## src/rtl/key_state_tracker_pkg.sv

```systemverilog
// key_state_tracker_pkg: shared scancodes, key bit indices and receiver state encoding
package key_state_tracker_pkg;
    localparam logic [7:0] SC_EXT    = 8'hE0;
    localparam logic [7:0] SC_BRK    = 8'hF0;
    localparam logic [7:0] SC_LEFT   = 8'h6B;
    localparam logic [7:0] SC_RIGHT  = 8'h74;
    localparam logic [7:0] SC_LSHIFT = 8'h12;
    localparam logic [7:0] SC_R      = 8'h2D;
    localparam logic [1:0] KEY_LEFT    = 2'd0;
    localparam logic [1:0] KEY_RIGHT   = 2'd1;
    localparam logic [1:0] KEY_JUMP    = 2'd2;
    localparam logic [1:0] KEY_RESTART = 2'd3;
    typedef enum logic [1:0] {RX_IDLE, RX_DATA, RX_PARITY, RX_STOP} rx_state_e;
endpackage

```

## src/rtl/key_state_tracker_ps2_frame_rx.sv

```systemverilog
// ps2_frame_rx: PS/2 line synchronizer, clock glitch filter, frame receiver FSM and watchdog
//   clk, rst            system clock, async active-high reset
//   ps2_clk_i/ps2_data_i raw PS/2 lines
//   byte_o              last received byte (valid while byte_valid_o is high)
//   byte_valid_o        one-cycle pulse per accepted frame
//   frame_err_o         one-cycle pulse on bad parity/stop bit or watchdog expiry
module ps2_frame_rx
    import key_state_tracker_pkg::*;
#(
    parameter int FILTER_LEN     = 8,
    parameter int TIMEOUT_CYCLES = 20000
) (
    input  logic       clk,
    input  logic       rst,
    input  logic       ps2_clk_i,
    input  logic       ps2_data_i,
    output logic [7:0] byte_o,
    output logic       byte_valid_o,
    output logic       frame_err_o
);
    localparam int FW = $clog2(FILTER_LEN + 1);
    localparam int WW = $clog2(TIMEOUT_CYCLES + 1);
    localparam logic [FW-1:0] FLT_LAST = FW'(FILTER_LEN - 1);
    localparam logic [WW-1:0] WD_MAX   = WW'(TIMEOUT_CYCLES);
    logic [1:0]    clk_sync_q, data_sync_q;
    logic          filt_q, filt_d;
    logic [FW-1:0] flt_cnt_q, flt_cnt_d;
    rx_state_e     state_q;
    logic [7:0]    shift_q;
    logic [2:0]    bit_cnt_q;
    logic          par_ok_q;
    logic [WW-1:0] wd_q;
    logic          bit_edge, expire, data_bit;
    // flt_cnt counts consecutive samples disagreeing with the filtered level
    always_comb begin
        data_bit  = data_sync_q[1];
        flt_cnt_d = (clk_sync_q[1] == filt_q || flt_cnt_q == FLT_LAST) ? '0 : flt_cnt_q + FW'(1);
        filt_d    = (clk_sync_q[1] != filt_q && flt_cnt_q == FLT_LAST) ? clk_sync_q[1] : filt_q;
        bit_edge  = filt_q & ~filt_d;
        expire    = state_q != RX_IDLE && wd_q == WD_MAX;
    end
    // idle-level reset keeps the filter from seeing a falling edge when rst drops
    always_ff @(posedge clk or posedge rst) begin
        if (rst) begin
            clk_sync_q  <= 2'b11;
            data_sync_q <= 2'b11;
            filt_q      <= 1'b1;
            flt_cnt_q   <= '0;
        end else begin
            clk_sync_q  <= {clk_sync_q[0], ps2_clk_i};
            data_sync_q <= {data_sync_q[0], ps2_data_i};
            filt_q      <= filt_d;
            flt_cnt_q   <= flt_cnt_d;
        end
    end
    always_ff @(posedge clk or posedge rst) begin
        if (rst) begin
            state_q      <= RX_IDLE;
            shift_q      <= '0;
            bit_cnt_q    <= '0;
            par_ok_q     <= 1'b0;
            wd_q         <= '0;
            byte_valid_o <= 1'b0;
            frame_err_o  <= 1'b0;
        end else begin
            byte_valid_o <= 1'b0;
            frame_err_o  <= 1'b0;
            wd_q         <= (state_q == RX_IDLE || bit_edge) ? '0 : (wd_q == WD_MAX ? wd_q : wd_q + WW'(1));
            // expiry takes priority: a coincident bit edge is dropped
            if (expire) begin
                state_q     <= RX_IDLE;
                frame_err_o <= 1'b1;
            end else if (bit_edge) begin
                case (state_q)
                    RX_IDLE: if (!data_bit) begin
                        state_q   <= RX_DATA;
                        bit_cnt_q <= '0;
                    end
                    RX_DATA: begin
                        shift_q   <= {data_bit, shift_q[7:1]};
                        bit_cnt_q <= bit_cnt_q + 3'd1;
                        if (bit_cnt_q == 3'd7) state_q <= RX_PARITY;
                    end
                    RX_PARITY: begin
                        par_ok_q <= ^{data_bit, shift_q};
                        state_q  <= RX_STOP;
                    end
                    default: begin
                        if (data_bit && par_ok_q) byte_valid_o <= 1'b1;
                        else frame_err_o <= 1'b1;
                        state_q <= RX_IDLE;
                    end
                endcase
            end
        end
    end
    assign byte_o = shift_q;
endmodule

```

## src/rtl/key_state_tracker.sv

```systemverilog
// key_state_tracker: decodes PS/2 set-2 scancodes into a held-key bitmap for four game keys
//   clk, rst           system clock, async active-high reset
//   ps2_clk, ps2_data  raw PS/2 lines
//   keys               held keys: [0] left, [1] right, [2] jump (lshift), [3] restart (R)
//   key_event          one-cycle pulse when any keys bit changes
//   frame_err          one-cycle pulse on a rejected frame or watchdog expiry
module key_state_tracker
    import key_state_tracker_pkg::*;
#(
    parameter int FILTER_LEN     = 8,
    parameter int TIMEOUT_CYCLES = 20000
) (
    input  logic       clk,
    input  logic       rst,
    input  logic       ps2_clk,
    input  logic       ps2_data,
    output logic [3:0] keys,
    output logic       key_event,
    output logic       frame_err
);
    logic [7:0] rx_byte;
    logic       rx_valid, rx_err;
    logic       ext_q, brk_q, key_event_q;
    logic [3:0] keys_q;
    logic       hit;
    logic [1:0] idx;
    ps2_frame_rx #(
        .FILTER_LEN    (FILTER_LEN),
        .TIMEOUT_CYCLES(TIMEOUT_CYCLES)
    ) u_rx (
        .clk         (clk),
        .rst         (rst),
        .ps2_clk_i   (ps2_clk),
        .ps2_data_i  (ps2_data),
        .byte_o      (rx_byte),
        .byte_valid_o(rx_valid),
        .frame_err_o (rx_err)
    );
    always_comb begin
        hit = ext_q ? (rx_byte == SC_LEFT || rx_byte == SC_RIGHT) : (rx_byte == SC_LSHIFT || rx_byte == SC_R);
        idx = ext_q ? (rx_byte == SC_LEFT ? KEY_LEFT : KEY_RIGHT) : (rx_byte == SC_LSHIFT ? KEY_JUMP : KEY_RESTART);
    end
    always_ff @(posedge clk or posedge rst) begin
        if (rst) begin
            ext_q       <= 1'b0;
            brk_q       <= 1'b0;
            keys_q      <= '0;
            key_event_q <= 1'b0;
        end else begin
            key_event_q <= 1'b0;
            if (rx_err) begin
                ext_q <= 1'b0;
                brk_q <= 1'b0;
            end else if (rx_valid) begin
                if (rx_byte == SC_EXT) ext_q <= 1'b1;
                else if (rx_byte == SC_BRK) brk_q <= 1'b1;
                else begin
                    ext_q <= 1'b0;
                    brk_q <= 1'b0;
                    // bit changes exactly when its old value equals brk (new value is ~brk)
                    if (hit) begin
                        keys_q[idx] <= ~brk_q;
                        key_event_q <= keys_q[idx] == brk_q;
                    end
                end
            end
        end
    end
    assign keys      = keys_q;
    assign key_event = key_event_q;
    assign frame_err = rx_err;
endmodule

```

## config.mk

```make
export PLATFORM = sky130hd
export DESIGN_NAME = key_state_tracker
export DESIGN_NICKNAME = d
export VERILOG_FILES = /design/src/rtl/key_state_tracker_pkg.sv /design/src/rtl/key_state_tracker_ps2_frame_rx.sv /design/src/rtl/key_state_tracker.sv
export SDC_FILE = /design/constraint.sdc
export NUM_CORES = 1
export LEC_CHECK = 0
export BUFFER_PORTS_ARGS = -buffer_cell sky130_fd_sc_hd__buf_4
export CORE_MARGIN = 4
export CORE_UTILIZATION = 60
export DETAILED_ROUTE_END_ITERATION = 7
export MAX_ROUTING_LAYER = met4
export PLACE_DENSITY_LB_ADDON = 0.2
export SLEW_MARGIN = 20
export SYNTH_ARGS = -nofsm -noshare
export SYNTH_HDL_FRONTEND = slang
export SYNTH_SLANG_ARGS = --single-unit
```

## constraint.sdc

```tcl
create_clock -name clk -period 2.9 [get_ports clk]
set_clock_uncertainty 0.1 [all_clocks]
set_input_delay 0.29 -clock clk [delete_from_list [all_inputs] [get_ports clk]]
set_output_delay 0.29 -clock clk [all_outputs]
set_load 0.01 [all_outputs]
```

==> flow_metrics.tcl, run 1 <==
set metrics [dict create \
    rsz0062_at_grt "no" \
    whs_ns 0.105 \
    p_int_uw 1010 \
    power.net_switching_uw 287 \
    worst_ep_required_time_ns 3.00 \
    r2r_end "key_event" \
    fin_tns_setup_ns 0 \
    std_cell_rows 23 \
    global_route.overflow_total 0 \
    synth_edf_count 0 \
    clock_path_buffers 2 \
    final_setup_vio_count 0 \
    dp_slack_ns 0.924 \
    route.detailed.drc 0 \
    drv.max_cap_violation_count 0 \
    timing.fmax_mhz 508 \
    grt_first_pass_wirelength_microns 7520 \
    finalWorstSetupSlack_ns 0.930 \
    cts_num_sinks 47 \
    fraction_of_power_consumed_by_sequential_logic_pct 55.0 \
    insertion_delay_ns 0.30 \
    port_buffers 9 \
    crit_path_start "u_rx.byte_o[4]" \
    path_max_fanout 6 \
    post_cts.repair.setup_buffers 0 \
    fin_crit_ns 1.97 \
    cts_tree "yes" \
    worstMarginPinSlew_ns 0.947 \
    drive_gt1_share_pct 14.5 \
    grt_use_total_pct 18.7 \
    worst_hold_path_type "in2async" \
    cts_made_buffers 5 \
    synth_cell_type_count 43 \
    clockPowerShare_pct 38.4 \
    die-height_microns 73.2 \
    post_drt_wl_per_cell_microns 13.8 \
    via_count_of_the_first_global_routing_pass 1666 \
    share_comb_of_total_power_pct 6.6 \
    synthesis.yosys.warnings 0 \
    grt_antenna_before_repair 0 \
    totalWireLength_microns 4200 \
    synthesis.instances 238 \
    syn_nets 265 \
    ports 10 \
    number_of_hold_violations_in_the_final_report 0 \
    timing_worst_setup_path_type "reg2reg" \
    ctsHtreeMaxLevel 2 \
    async_flop_share_pct 100 \
    outcome "completed" \
    worst-r2r-setup-slack_ns 0.93 \
    root_buffer "sky130_fd_sc_hd__clkbuf_8" \
    p_leak_uw 0.00129 \
    synth-seq-area-share_pct 46.3 \
    drtIter0Drc 77 \
    final_min_period_over_clock_period_pct 67.9 \
    synth_seq_cells 47 \
    crit_path_start_kind "flip-flop" \
    fin_nets 281 \
    worst_setup_hold_path_clk_slew_ns 0.09 \
    power_switching_share_pct 22.2 \
    synth.avg_cell_area_sq_um 10.7 \
    routed_via_density 5.54 \
    synth.cell_area_sq_um 2550 \
    final_number_of_max_transition_violations 0 \
    floorplan.die_area_sq_um 5360 \
    slew-limit-headroom_pct 36.8 \
    grt_max_degree 48 \
    via_count 1690 \
    first_pass_iters 4 \
    worst_r2r_startpoint "u_rx.byte_o[4]" \
    detail-route-antenna-nets 0 \
    initial_utilization_pct 62.9 \
    post-dp-hpwl_microns 3000 \
    placeableCoreArea_sq_um 4060 \
    die-width_microns 73.2 \
    postSynth.topFlopCell "sky130_fd_sc_hd__dfrtp_1" \
    power.density_nw_per_um2 460 \
    final_util_pct 69.2 \
    num_antenna_cells 0 \
    reg2regPathDepth 7 \
    syn_to_final_growth_pct 10.1 \
    destination_of_the_critical_timing_path "key_event" \
    irDropWorstVdd_v 0.000329 \
    worst_setup_path_end_kind "flip-flop" \
    worst_ep_arrival_time_ns 2.07 \
    routabilityCongestion 0.764 \
]
## kinds of logic (layout without fill, tap and decap cells)
logic type	Yosys count	after routing	synth area share [%]
fa+ha+maj	23	23	11.3
simple gates	89	89	20.7
mux	14	14	5.79
flops	47	47	46.3
buf+inv	24	41	3.63
xor+xnor	20	20	6.87
compound gates	21	21	5.39
## worst max-delay path, cell delays in order, from the launching register on
cell,delay [ns]
sky130_fd_sc_hd__dfrtp_1,0.41
sky130_fd_sc_hd__inv_1,0.11
sky130_fd_sc_hd__ha_1,0.30
sky130_fd_sc_hd__nand4_1,0.25
sky130_fd_sc_hd__mux2i_1,0.21
sky130_fd_sc_hd__o22ai_1,0.11
sky130_fd_sc_hd__nor3_1,0.12
sky130_fd_sc_hd__and4bb_2,0.25
## flip-flops by register name (all words and copies together) (netlist names)
| name | cells |
|---|---|
| keys | 4 |
| u_rx.flt_cnt_q | 4 |
| ext_q | 1 |
| u_rx.byte_valid_o | 1 |
| u_rx.state_q | 2 |
| key_event | 1 |
| u_rx.clk_sync_q | 2 |
| u_rx.filt_q | 1 |
| u_rx.data_sync_q | 2 |
| u_rx.byte_o | 8 |
| brk_q | 1 |
| u_rx.frame_err_o | 1 |
| u_rx.par_ok_q | 1 |
| u_rx.bit_cnt_q | 3 |
| u_rx.wd_q | 15 |
## cells in the mapped netlist, types with 3 or more instances
library cell              number  share of area [%]
sky130_fd_sc_hd__inv_1        22                3.2
sky130_fd_sc_hd__xor2_1        7                2.4
sky130_fd_sc_hd__dfstp_2       5                5.1
sky130_fd_sc_hd__nor3_1        8                1.6
sky130_fd_sc_hd__xnor2_1      13                4.5
sky130_fd_sc_hd__mux2i_1      11                4.3
sky130_fd_sc_hd__dfrtp_1      42                 41
sky130_fd_sc_hd__nand3_1       7                1.4
sky130_fd_sc_hd__nor2_1       31                4.6
sky130_fd_sc_hd__ha_1         23                 11
sky130_fd_sc_hd__and3_1        3               0.74
sky130_fd_sc_hd__nand2_1      13                1.9
sky130_fd_sc_hd__nand4_1       6                1.5
sky130_fd_sc_hd__a21oi_1       5               0.98
sky130_fd_sc_hd__o21ai_0       3               0.59
## power by group through the flow
stage          registers, uW  logic (uW)  clock network (uW)
6_report                 711        85.6                 497
2_1_floorplan            719        68.2                   0
4_1_cts                  711        87.1                 509
5_1_grt                  716        99.1                 536
3_3_place_gp             721        82.5                   0
3_5_place_dp             724        84.5                   0
## per-stage QoR
stage | area (sq um) | power, uW | instances
after floorplan | 2550 | 787 | 238
after global placement | 2670 | 804 | 295
after detailed placement | 2670 | 808 | 295
after CTS | 2810 | 1310 | 305
after global routing | 2810 | 1350 | 305
final | 2810 | 1290 | 305
## area by class of cell
| type | instances | area, sq um |
|---|---|---|
| inverter | 22 | 82.6 |
| fill | 291 | 1250 |
| timing repair buffer | 11 | 87.6 |
| sequential | 47 | 1180 |
| clock inverter | 2 | 35.0 |
| multi-input combinational | 167 | 1280 |
| clock buffer | 6 | 82.6 |
| tap | 50 | 62.6 |
## cells in the final DEF (no fill, tap or decap), types with 2 or more instances in the layout
| master | n |
|---|---|
| sky130_fd_sc_hd__a22o_1 | 2 |
| sky130_fd_sc_hd__and4b_1 | 2 |
| sky130_fd_sc_hd__a31oi_1 | 2 |
| sky130_fd_sc_hd__xor2_1 | 7 |
| sky130_fd_sc_hd__ha_1 | 23 |
| sky130_fd_sc_hd__o21ai_0 | 3 |
| sky130_fd_sc_hd__nand2_1 | 13 |
| sky130_fd_sc_hd__nand4_1 | 6 |
| sky130_fd_sc_hd__mux2_2 | 2 |
| sky130_fd_sc_hd__nor3_1 | 8 |
| sky130_fd_sc_hd__nand3b_1 | 2 |
| sky130_fd_sc_hd__and4bb_2 | 2 |
| sky130_fd_sc_hd__nand3_1 | 7 |
| sky130_fd_sc_hd__and4_1 | 2 |
| sky130_fd_sc_hd__a21oi_1 | 5 |
| sky130_fd_sc_hd__xnor2_1 | 13 |
| sky130_fd_sc_hd__inv_1 | 21 |
| sky130_fd_sc_hd__dfstp_2 | 5 |
| sky130_fd_sc_hd__nor2_4 | 2 |
| sky130_fd_sc_hd__and3_1 | 3 |
| sky130_fd_sc_hd__nand2b_1 | 2 |
| sky130_fd_sc_hd__nor2_1 | 31 |
| sky130_fd_sc_hd__buf_4 | 9 |
| sky130_fd_sc_hd__mux2i_1 | 11 |
| sky130_fd_sc_hd__clkbuf_8 | 6 |
| sky130_fd_sc_hd__dfrtp_1 | 42 |
| sky130_fd_sc_hd__dlygate4sd3_1 | 2 |
| sky130_fd_sc_hd__o21a_1 | 2 |
## timing repair
action / in CTS / in global routing
hold endpoints to repair: 2 / 0
gates resized for setup: 0 / 0
hold buffers: 2 / 0
## routing by layer
metal,vias up,routed length (microns),GRT usage [%],part of all wire (%)
met5,-,0,-,0
met4,0,72,6.97,1.7
met3,9,128,5.37,3.0
met2,18,1980,28.3,47
met1,822,2030,23.8,48
li1,841,-,-,-
## worst min-delay path by stage
stage,start,endpoint
global placement,u_rx.data_sync_q[0],u_rx.data_sync_q[1]
finish,rst,keys[0]
global route,rst,keys[2]
CTS,rst,keys[0]
detailed placement,u_rx.data_sync_q[0],u_rx.data_sync_q[1]
floorplan,ps2_clk,u_rx.clk_sync_q[0]
Power figures use the tool's default switching activity.
==> run 2, diff against run 1 <==
==> constraint.sdc (replaced) <==
create_clock -name clk -period 2 [get_ports clk]
set_clock_uncertainty 0.1 [all_clocks]
set_input_delay 0.2 -clock clk [delete_from_list [all_inputs] [get_ports clk]]
set_output_delay 0.2 -clock clk [all_outputs]
set_load 0.01 [all_outputs]
==> run 2 against run 1 <==
Net effect:
- die area stayed put
- via count is 1.7% higher
- cell count is 2.3% higher
- critical path type unchanged
==> flow_metrics.tcl, run 2 (synthesis gave the netlist of run 1 again) <==
set metrics [dict create \
    cts_tree "yes" \
    via_count_of_the_first_global_routing_pass 1739 \
    outcome "completed" \
    largest_register_ff_count 15 \
    slew-limit-headroom_pct 67.0 \
    clock_path_buffers 2 \
    final_number_of_max_transition_violations 0 \
    layout_commonest_cell "sky130_fd_sc_hd__dfrtp_1" \
    finalWorstSetupSlack_ns 0.113 \
    dp_slack_ns 0.117 \
    worst_hold_startpoint "u_rx.data_sync_q[0]" \
    ctsHtreeMaxLevel 2 \
    post_drt_wl_per_cell_microns 14.0 \
    cts_made_buffers 5 \
    irDropWorstVdd_v 0.000601 \
    routed_via_density 5.51 \
    first_pass_iters 4 \
    grt_first_pass_wirelength_microns 7950 \
    route.detailed.drc 0 \
    fin_nets 288 \
    worst_r2r_startpoint "u_rx.flt_cnt_q[0]" \
    placeableCoreArea_sq_um 4060 \
    r2r_end "u_rx.byte_o[7]" \
    mostFrequentLayoutCells "sky130_fd_sc_hd__dfrtp_1, sky130_fd_sc_hd__nor2_1, sky130_fd_sc_hd__ha_1" \
    power.density_nw_per_um2 639 \
    worst_setup_hold_path_clk_slew_ns 0.09 \
    fin_crit_ns 1.89 \
    crit_path_start_kind "flip-flop" \
    ports 10 \
    detail-route-antenna-nets 0 \
    drv.max_cap_violation_count 0 \
    totalWireLength_microns 4380 \
    grt_max_degree 26 \
    syn_to_final_growth_pct 13.1 \
    root_buffer "sky130_fd_sc_hd__clkbuf_8" \
    drtIter0Drc 131 \
    via_count 1718 \
    routabilityCongestion 0.788 \
    worst_hold_path_type "reg2reg" \
    timing.fmax_mhz 530 \
    final_setup_vio_count 0 \
    insertion_delay_ns 0.30 \
    worst-r2r-setup-slack_ns 0.11 \
    fin_tns_setup_ns 0 \
    worst_ep_arrival_time_ns 1.98 \
    die-width_microns 73.2 \
    crit_path_start "u_rx.flt_cnt_q[0]" \
    cts_num_sinks 47 \
    p_leak_uw 0.00132 \
    std_cell_rows 23 \
    worstMarginPinSlew_ns 0.494 \
    grt_use_total_pct 19.7 \
    worst_ep_required_time_ns 2.10 \
    num_antenna_cells 0 \
    final_min_period_over_clock_period_pct 94.4 \
    path_max_fanout 8 \
    port_buffers 9 \
    floorplan.die_area_sq_um 5360 \
    initial_utilization_pct 62.9 \
    timing_worst_setup_path_type "reg2reg" \
    global_route.overflow_total 0 \
    drive_gt1_share_pct 17.2 \
    number_of_hold_violations_in_the_final_report 0 \
    reg2regPathDepth 6 \
    die-height_microns 73.2 \
    registers.top_by_ff_count "u_rx.wd_q" \
    post-dp-hpwl_microns 3120 \
    grt_antenna_before_repair 0 \
    worst_hold_path_stage_count 0 \
    post_cts.repair.setup_buffers 0 \
    worst_setup_path_end_kind "flip-flop" \
    destination_of_the_critical_timing_path "u_rx.byte_o[7]" \
]
-- run 2: worst max-delay path: stages (launching register included) --
cell and delay (ns):
sky130_fd_sc_hd__dfrtp_1 0.37, sky130_fd_sc_hd__ha_1 0.27, sky130_fd_sc_hd__nand3b_4 0.11, sky130_fd_sc_hd__nor3b_4 0.21
sky130_fd_sc_hd__nand2_2 0.11, sky130_fd_sc_hd__nor2_4 0.29, sky130_fd_sc_hd__mux2_4 0.33
-- run 2: per-layer routing --
layer,up-vias,track usage (%),part of all wire (%)
li1,855,-,-
met1,831,25.4,46
met2,25,30.3,49
met3,7,4.68,2.9
met4,0,6.76,1.6
met5,-,-,0
-- run 2: power by group --
part	internal [uW]	switching, uW
sequential	996	33.9
combinational	63.8	66.4
clock	374	309
total	1430	409
-- run 2: stage by stage --
| stage | util [%] | power, uW | cell area [sq um] | hold WS (ns) | instances |
|---|---|---|---|---|---|
| final | 71.1 | 1840 | 2890 | 0.259 | 312 |
| after floorplan | - | 1140 | 2550 | 0.104 | 238 |
| after detailed placement | 67.3 | 1180 | 2730 | 0.165 | 301 |
| after global routing | 71.1 | 1940 | 2890 | 0.263 | 312 |
| after global placement | 67.3 | 1170 | 2730 | 0.152 | 301 |
| after CTS | 70.6 | 1870 | 2870 | 0.261 | 312 |
-- run 2: how the worst min path moves through the flow --
stage	slack (ns)	endpoint
6_report	0.26	u_rx.data_sync_q[1]
5_1_grt	0.26	u_rx.clk_sync_q[1]
4_1_cts	0.26	u_rx.data_sync_q[1]
3_5_place_dp	0.17	keys[1]
3_3_place_gp	0.15	keys[0]
2_1_floorplan	0.10	u_rx.clk_sync_q[0]
-- run 2: what timing repair did --
item,in CTS,in global routing
hold buffers,3,0
setup endpoints to repair,0,5
endpoints found under the hold margin,19,0
resized for setup,0,5
-- run 2: final cells by class --
cell class | count | area, sq um
Fill cell | 290 | 1170
Clock buffer | 7 | 76.3
Tap cell | 50 | 62.6
Timing Repair Buffer | 18 | 155
Inverter | 22 | 82.6
Sequential cell | 47 | 1180
Multi-Input combinational cell | 167 | 1300
Clock inverter | 1 | 30.0
==> run 3, diff against run 2 <==
==> constraint.sdc (replaced) <==
create_clock -name clk -period 2.4 [get_ports clk]
set_clock_uncertainty 0.1 [all_clocks]
set_input_delay 0.24 -clock clk [delete_from_list [all_inputs] [get_ports clk]]
set_output_delay 0.24 -clock clk [all_outputs]
set_load 0.01 [all_outputs]
==> run 3 against run 2 <==
Net effect:
- clock power shrank 12%
- global-route usage shrank 1.6 points
- final area shrank 1.6%
- hold slack is essentially flat
- sequential power shrank 17%
- sequential share of layout area grew 0.69 points
- count of clock-buffer cells in the layout shrank 1
- critical path depth is the same
- non-clock buffer count shrank 5
- combinational power shrank 17%
- total power shrank 15%
- critical endpoint unchanged
- highest routed layer unchanged
==> flow_metrics.tcl, run 3 (synthesis gave the netlist of run 1 again) <==
set metrics [dict create \
    root_buffer "sky130_fd_sc_hd__clkbuf_8" \
    irDropWorstVdd_v 0.000408 \
    fin_tns_setup_ns 0 \
    ctsHtreeMaxLevel 2 \
    routed_via_density 5.52 \
    ports 10 \
    power_uw 1560 \
    initial_utilization_pct 62.9 \
    timing_worst_setup_path_type "reg2reg" \
    cts_num_sinks 47 \
    cts_made_buffers 5 \
    die-width_microns 73.2 \
    first_pass_iters 4 \
    filler_cell_count 290 \
    worstMarginPinSlew_ns 0.473 \
    p_leak_uw 0.00130 \
    die-height_microns 73.2 \
    final_min_period_over_clock_period_pct 83.6 \
    worst_ep_required_time_ns 2.48 \
    power.density_nw_per_um2 551 \
    path_max_fanout 8 \
    drv.max_cap_violation_count 0 \
    post_drt_wl_per_cell_microns 13.4 \
    dp.cells 296 \
    outcome "completed" \
    slew-limit-headroom_pct 68.2 \
    routabilityCongestion 0.764 \
    totalWireLength_microns 4110 \
    worst-r2r-setup-slack_ns 0.39 \
    multiInputGateArea_sq_um 1280 \
    final-seq-area_sq_um 1180 \
    via_count 1694 \
    fin_crit_ns 2.01 \
    syn_to_final_growth_pct 11.3 \
    worst_setup_hold_path_clk_slew_ns 0.08 \
    insertion_delay_ns 0.29 \
    detail-route-antenna-nets 0 \
    worst_ep_arrival_time_ns 2.09 \
    crit_path_start_kind "flip-flop" \
    grt_antenna_before_repair 0 \
    final_setup_vio_count 0 \
    registers.top_by_ff_count "u_rx.wd_q" \
    global_route.overflow_total 0 \
    cts_tree "yes" \
    rsz0062_at_grt "no" \
    std_cell_rows 23 \
    grt_use_total_pct 18.1 \
    number_of_hold_violations_in_the_final_report 0 \
    worst_hold_path_type "reg2reg" \
    worst_setup_path_end_kind "flip-flop" \
    route.detailed.drc 0 \
    timing.fmax_mhz 498 \
    fin_nets 283 \
    num_antenna_cells 0 \
    layout_commonest_cell "sky130_fd_sc_hd__dfrtp_1" \
    final_number_of_max_transition_violations 0 \
    stdcell_count 307 \
    post-dp-hpwl_microns 2970 \
    largest_register_ff_count 15 \
    floorplan.die_area_sq_um 5360 \
    clock_path_buffers 2 \
    drive_gt1_share_pct 14.8 \
    placeableCoreArea_sq_um 4060 \
    via_count_of_the_first_global_routing_pass 1702 \
    grt_first_pass_wirelength_microns 7370 \
    mostFrequentLayoutCells "sky130_fd_sc_hd__dfrtp_1, sky130_fd_sc_hd__nor2_1, sky130_fd_sc_hd__ha_1" \
    grt_max_degree 48 \
    port_buffers 9 \
    drtIter0Drc 96 \
]
-- run 3: metal layers --
layer	global-route usage, %	up-vias	wire length (microns)
li1	-	851	-
met4	6.97	0	52
met5	-	-	0
met3	3.44	6	96
met2	28.9	15	1940
met1	22.6	822	2020
-- run 3: layout make-up --
| class | instances | area share (%) |
|---|---|---|
| Clock buffer | 6 | 2.91 |
| Clock inverter | 2 | 1.23 |
| Inverter | 22 | 2.91 |
| Multi-Input combinational cell | 167 | 45.0 |
| Sequential cell | 47 | 41.6 |
| Tap cell | 50 | 2.20 |
| Timing Repair Buffer | 13 | 4.14 |
-- run 3: repair_timing --
action	4_1_cts	5_1_grt
hold endpoints to repair	44	0
buffers inserted	0	0
resized for setup	0	0
hold buffers	3	0
endpoints found under the setup margin	0	0
-- run 3: worst paths after layout --
kind	endpoint	cells after the start	startpoint
max reg2reg	u_rx.byte_o[7]	6	u_rx.flt_cnt_q[0]
min reg2reg	u_rx.clk_sync_q[1]	0	u_rx.clk_sync_q[0]
min	u_rx.clk_sync_q[1]	0	u_rx.clk_sync_q[0]
min in group asynchronous	keys[0]	4	rst
max in group asynchronous	u_rx.clk_sync_q[0]	4	rst
max	u_rx.byte_o[7]	6	u_rx.flt_cnt_q[0]
-- run 3: report_power, final --
group          switching (uW)  internal, uW  total, uW
Combinational            54.9          53.1        108
Clock                     261           337        598
Sequential               27.5           830        858
Total                     343          1220       1560
-- run 3: through the flow --
stage	hold WS, ns	area (sq um)	setup slack, ns	utilization (%)
global route	0.263	2840	0.195	70.0
floorplan	0.144	2550	0.569	-
detailed placement	0.203	2690	0.407	66.3
finish	0.259	2840	0.394	70.0
CTS	0.261	2840	0.388	70.0
global placement	0.197	2690	0.476	66.3
-- run 3: worst max-delay path, cell delays in order, from the launching register on --
cell and delay (ns):
sky130_fd_sc_hd__dfrtp_1 0.38, sky130_fd_sc_hd__ha_1 0.26, sky130_fd_sc_hd__nand3b_4 0.11, sky130_fd_sc_hd__nor3b_4 0.32
sky130_fd_sc_hd__nand2_2 0.13, sky130_fd_sc_hd__nor2_4 0.27, sky130_fd_sc_hd__mux2_4 0.33
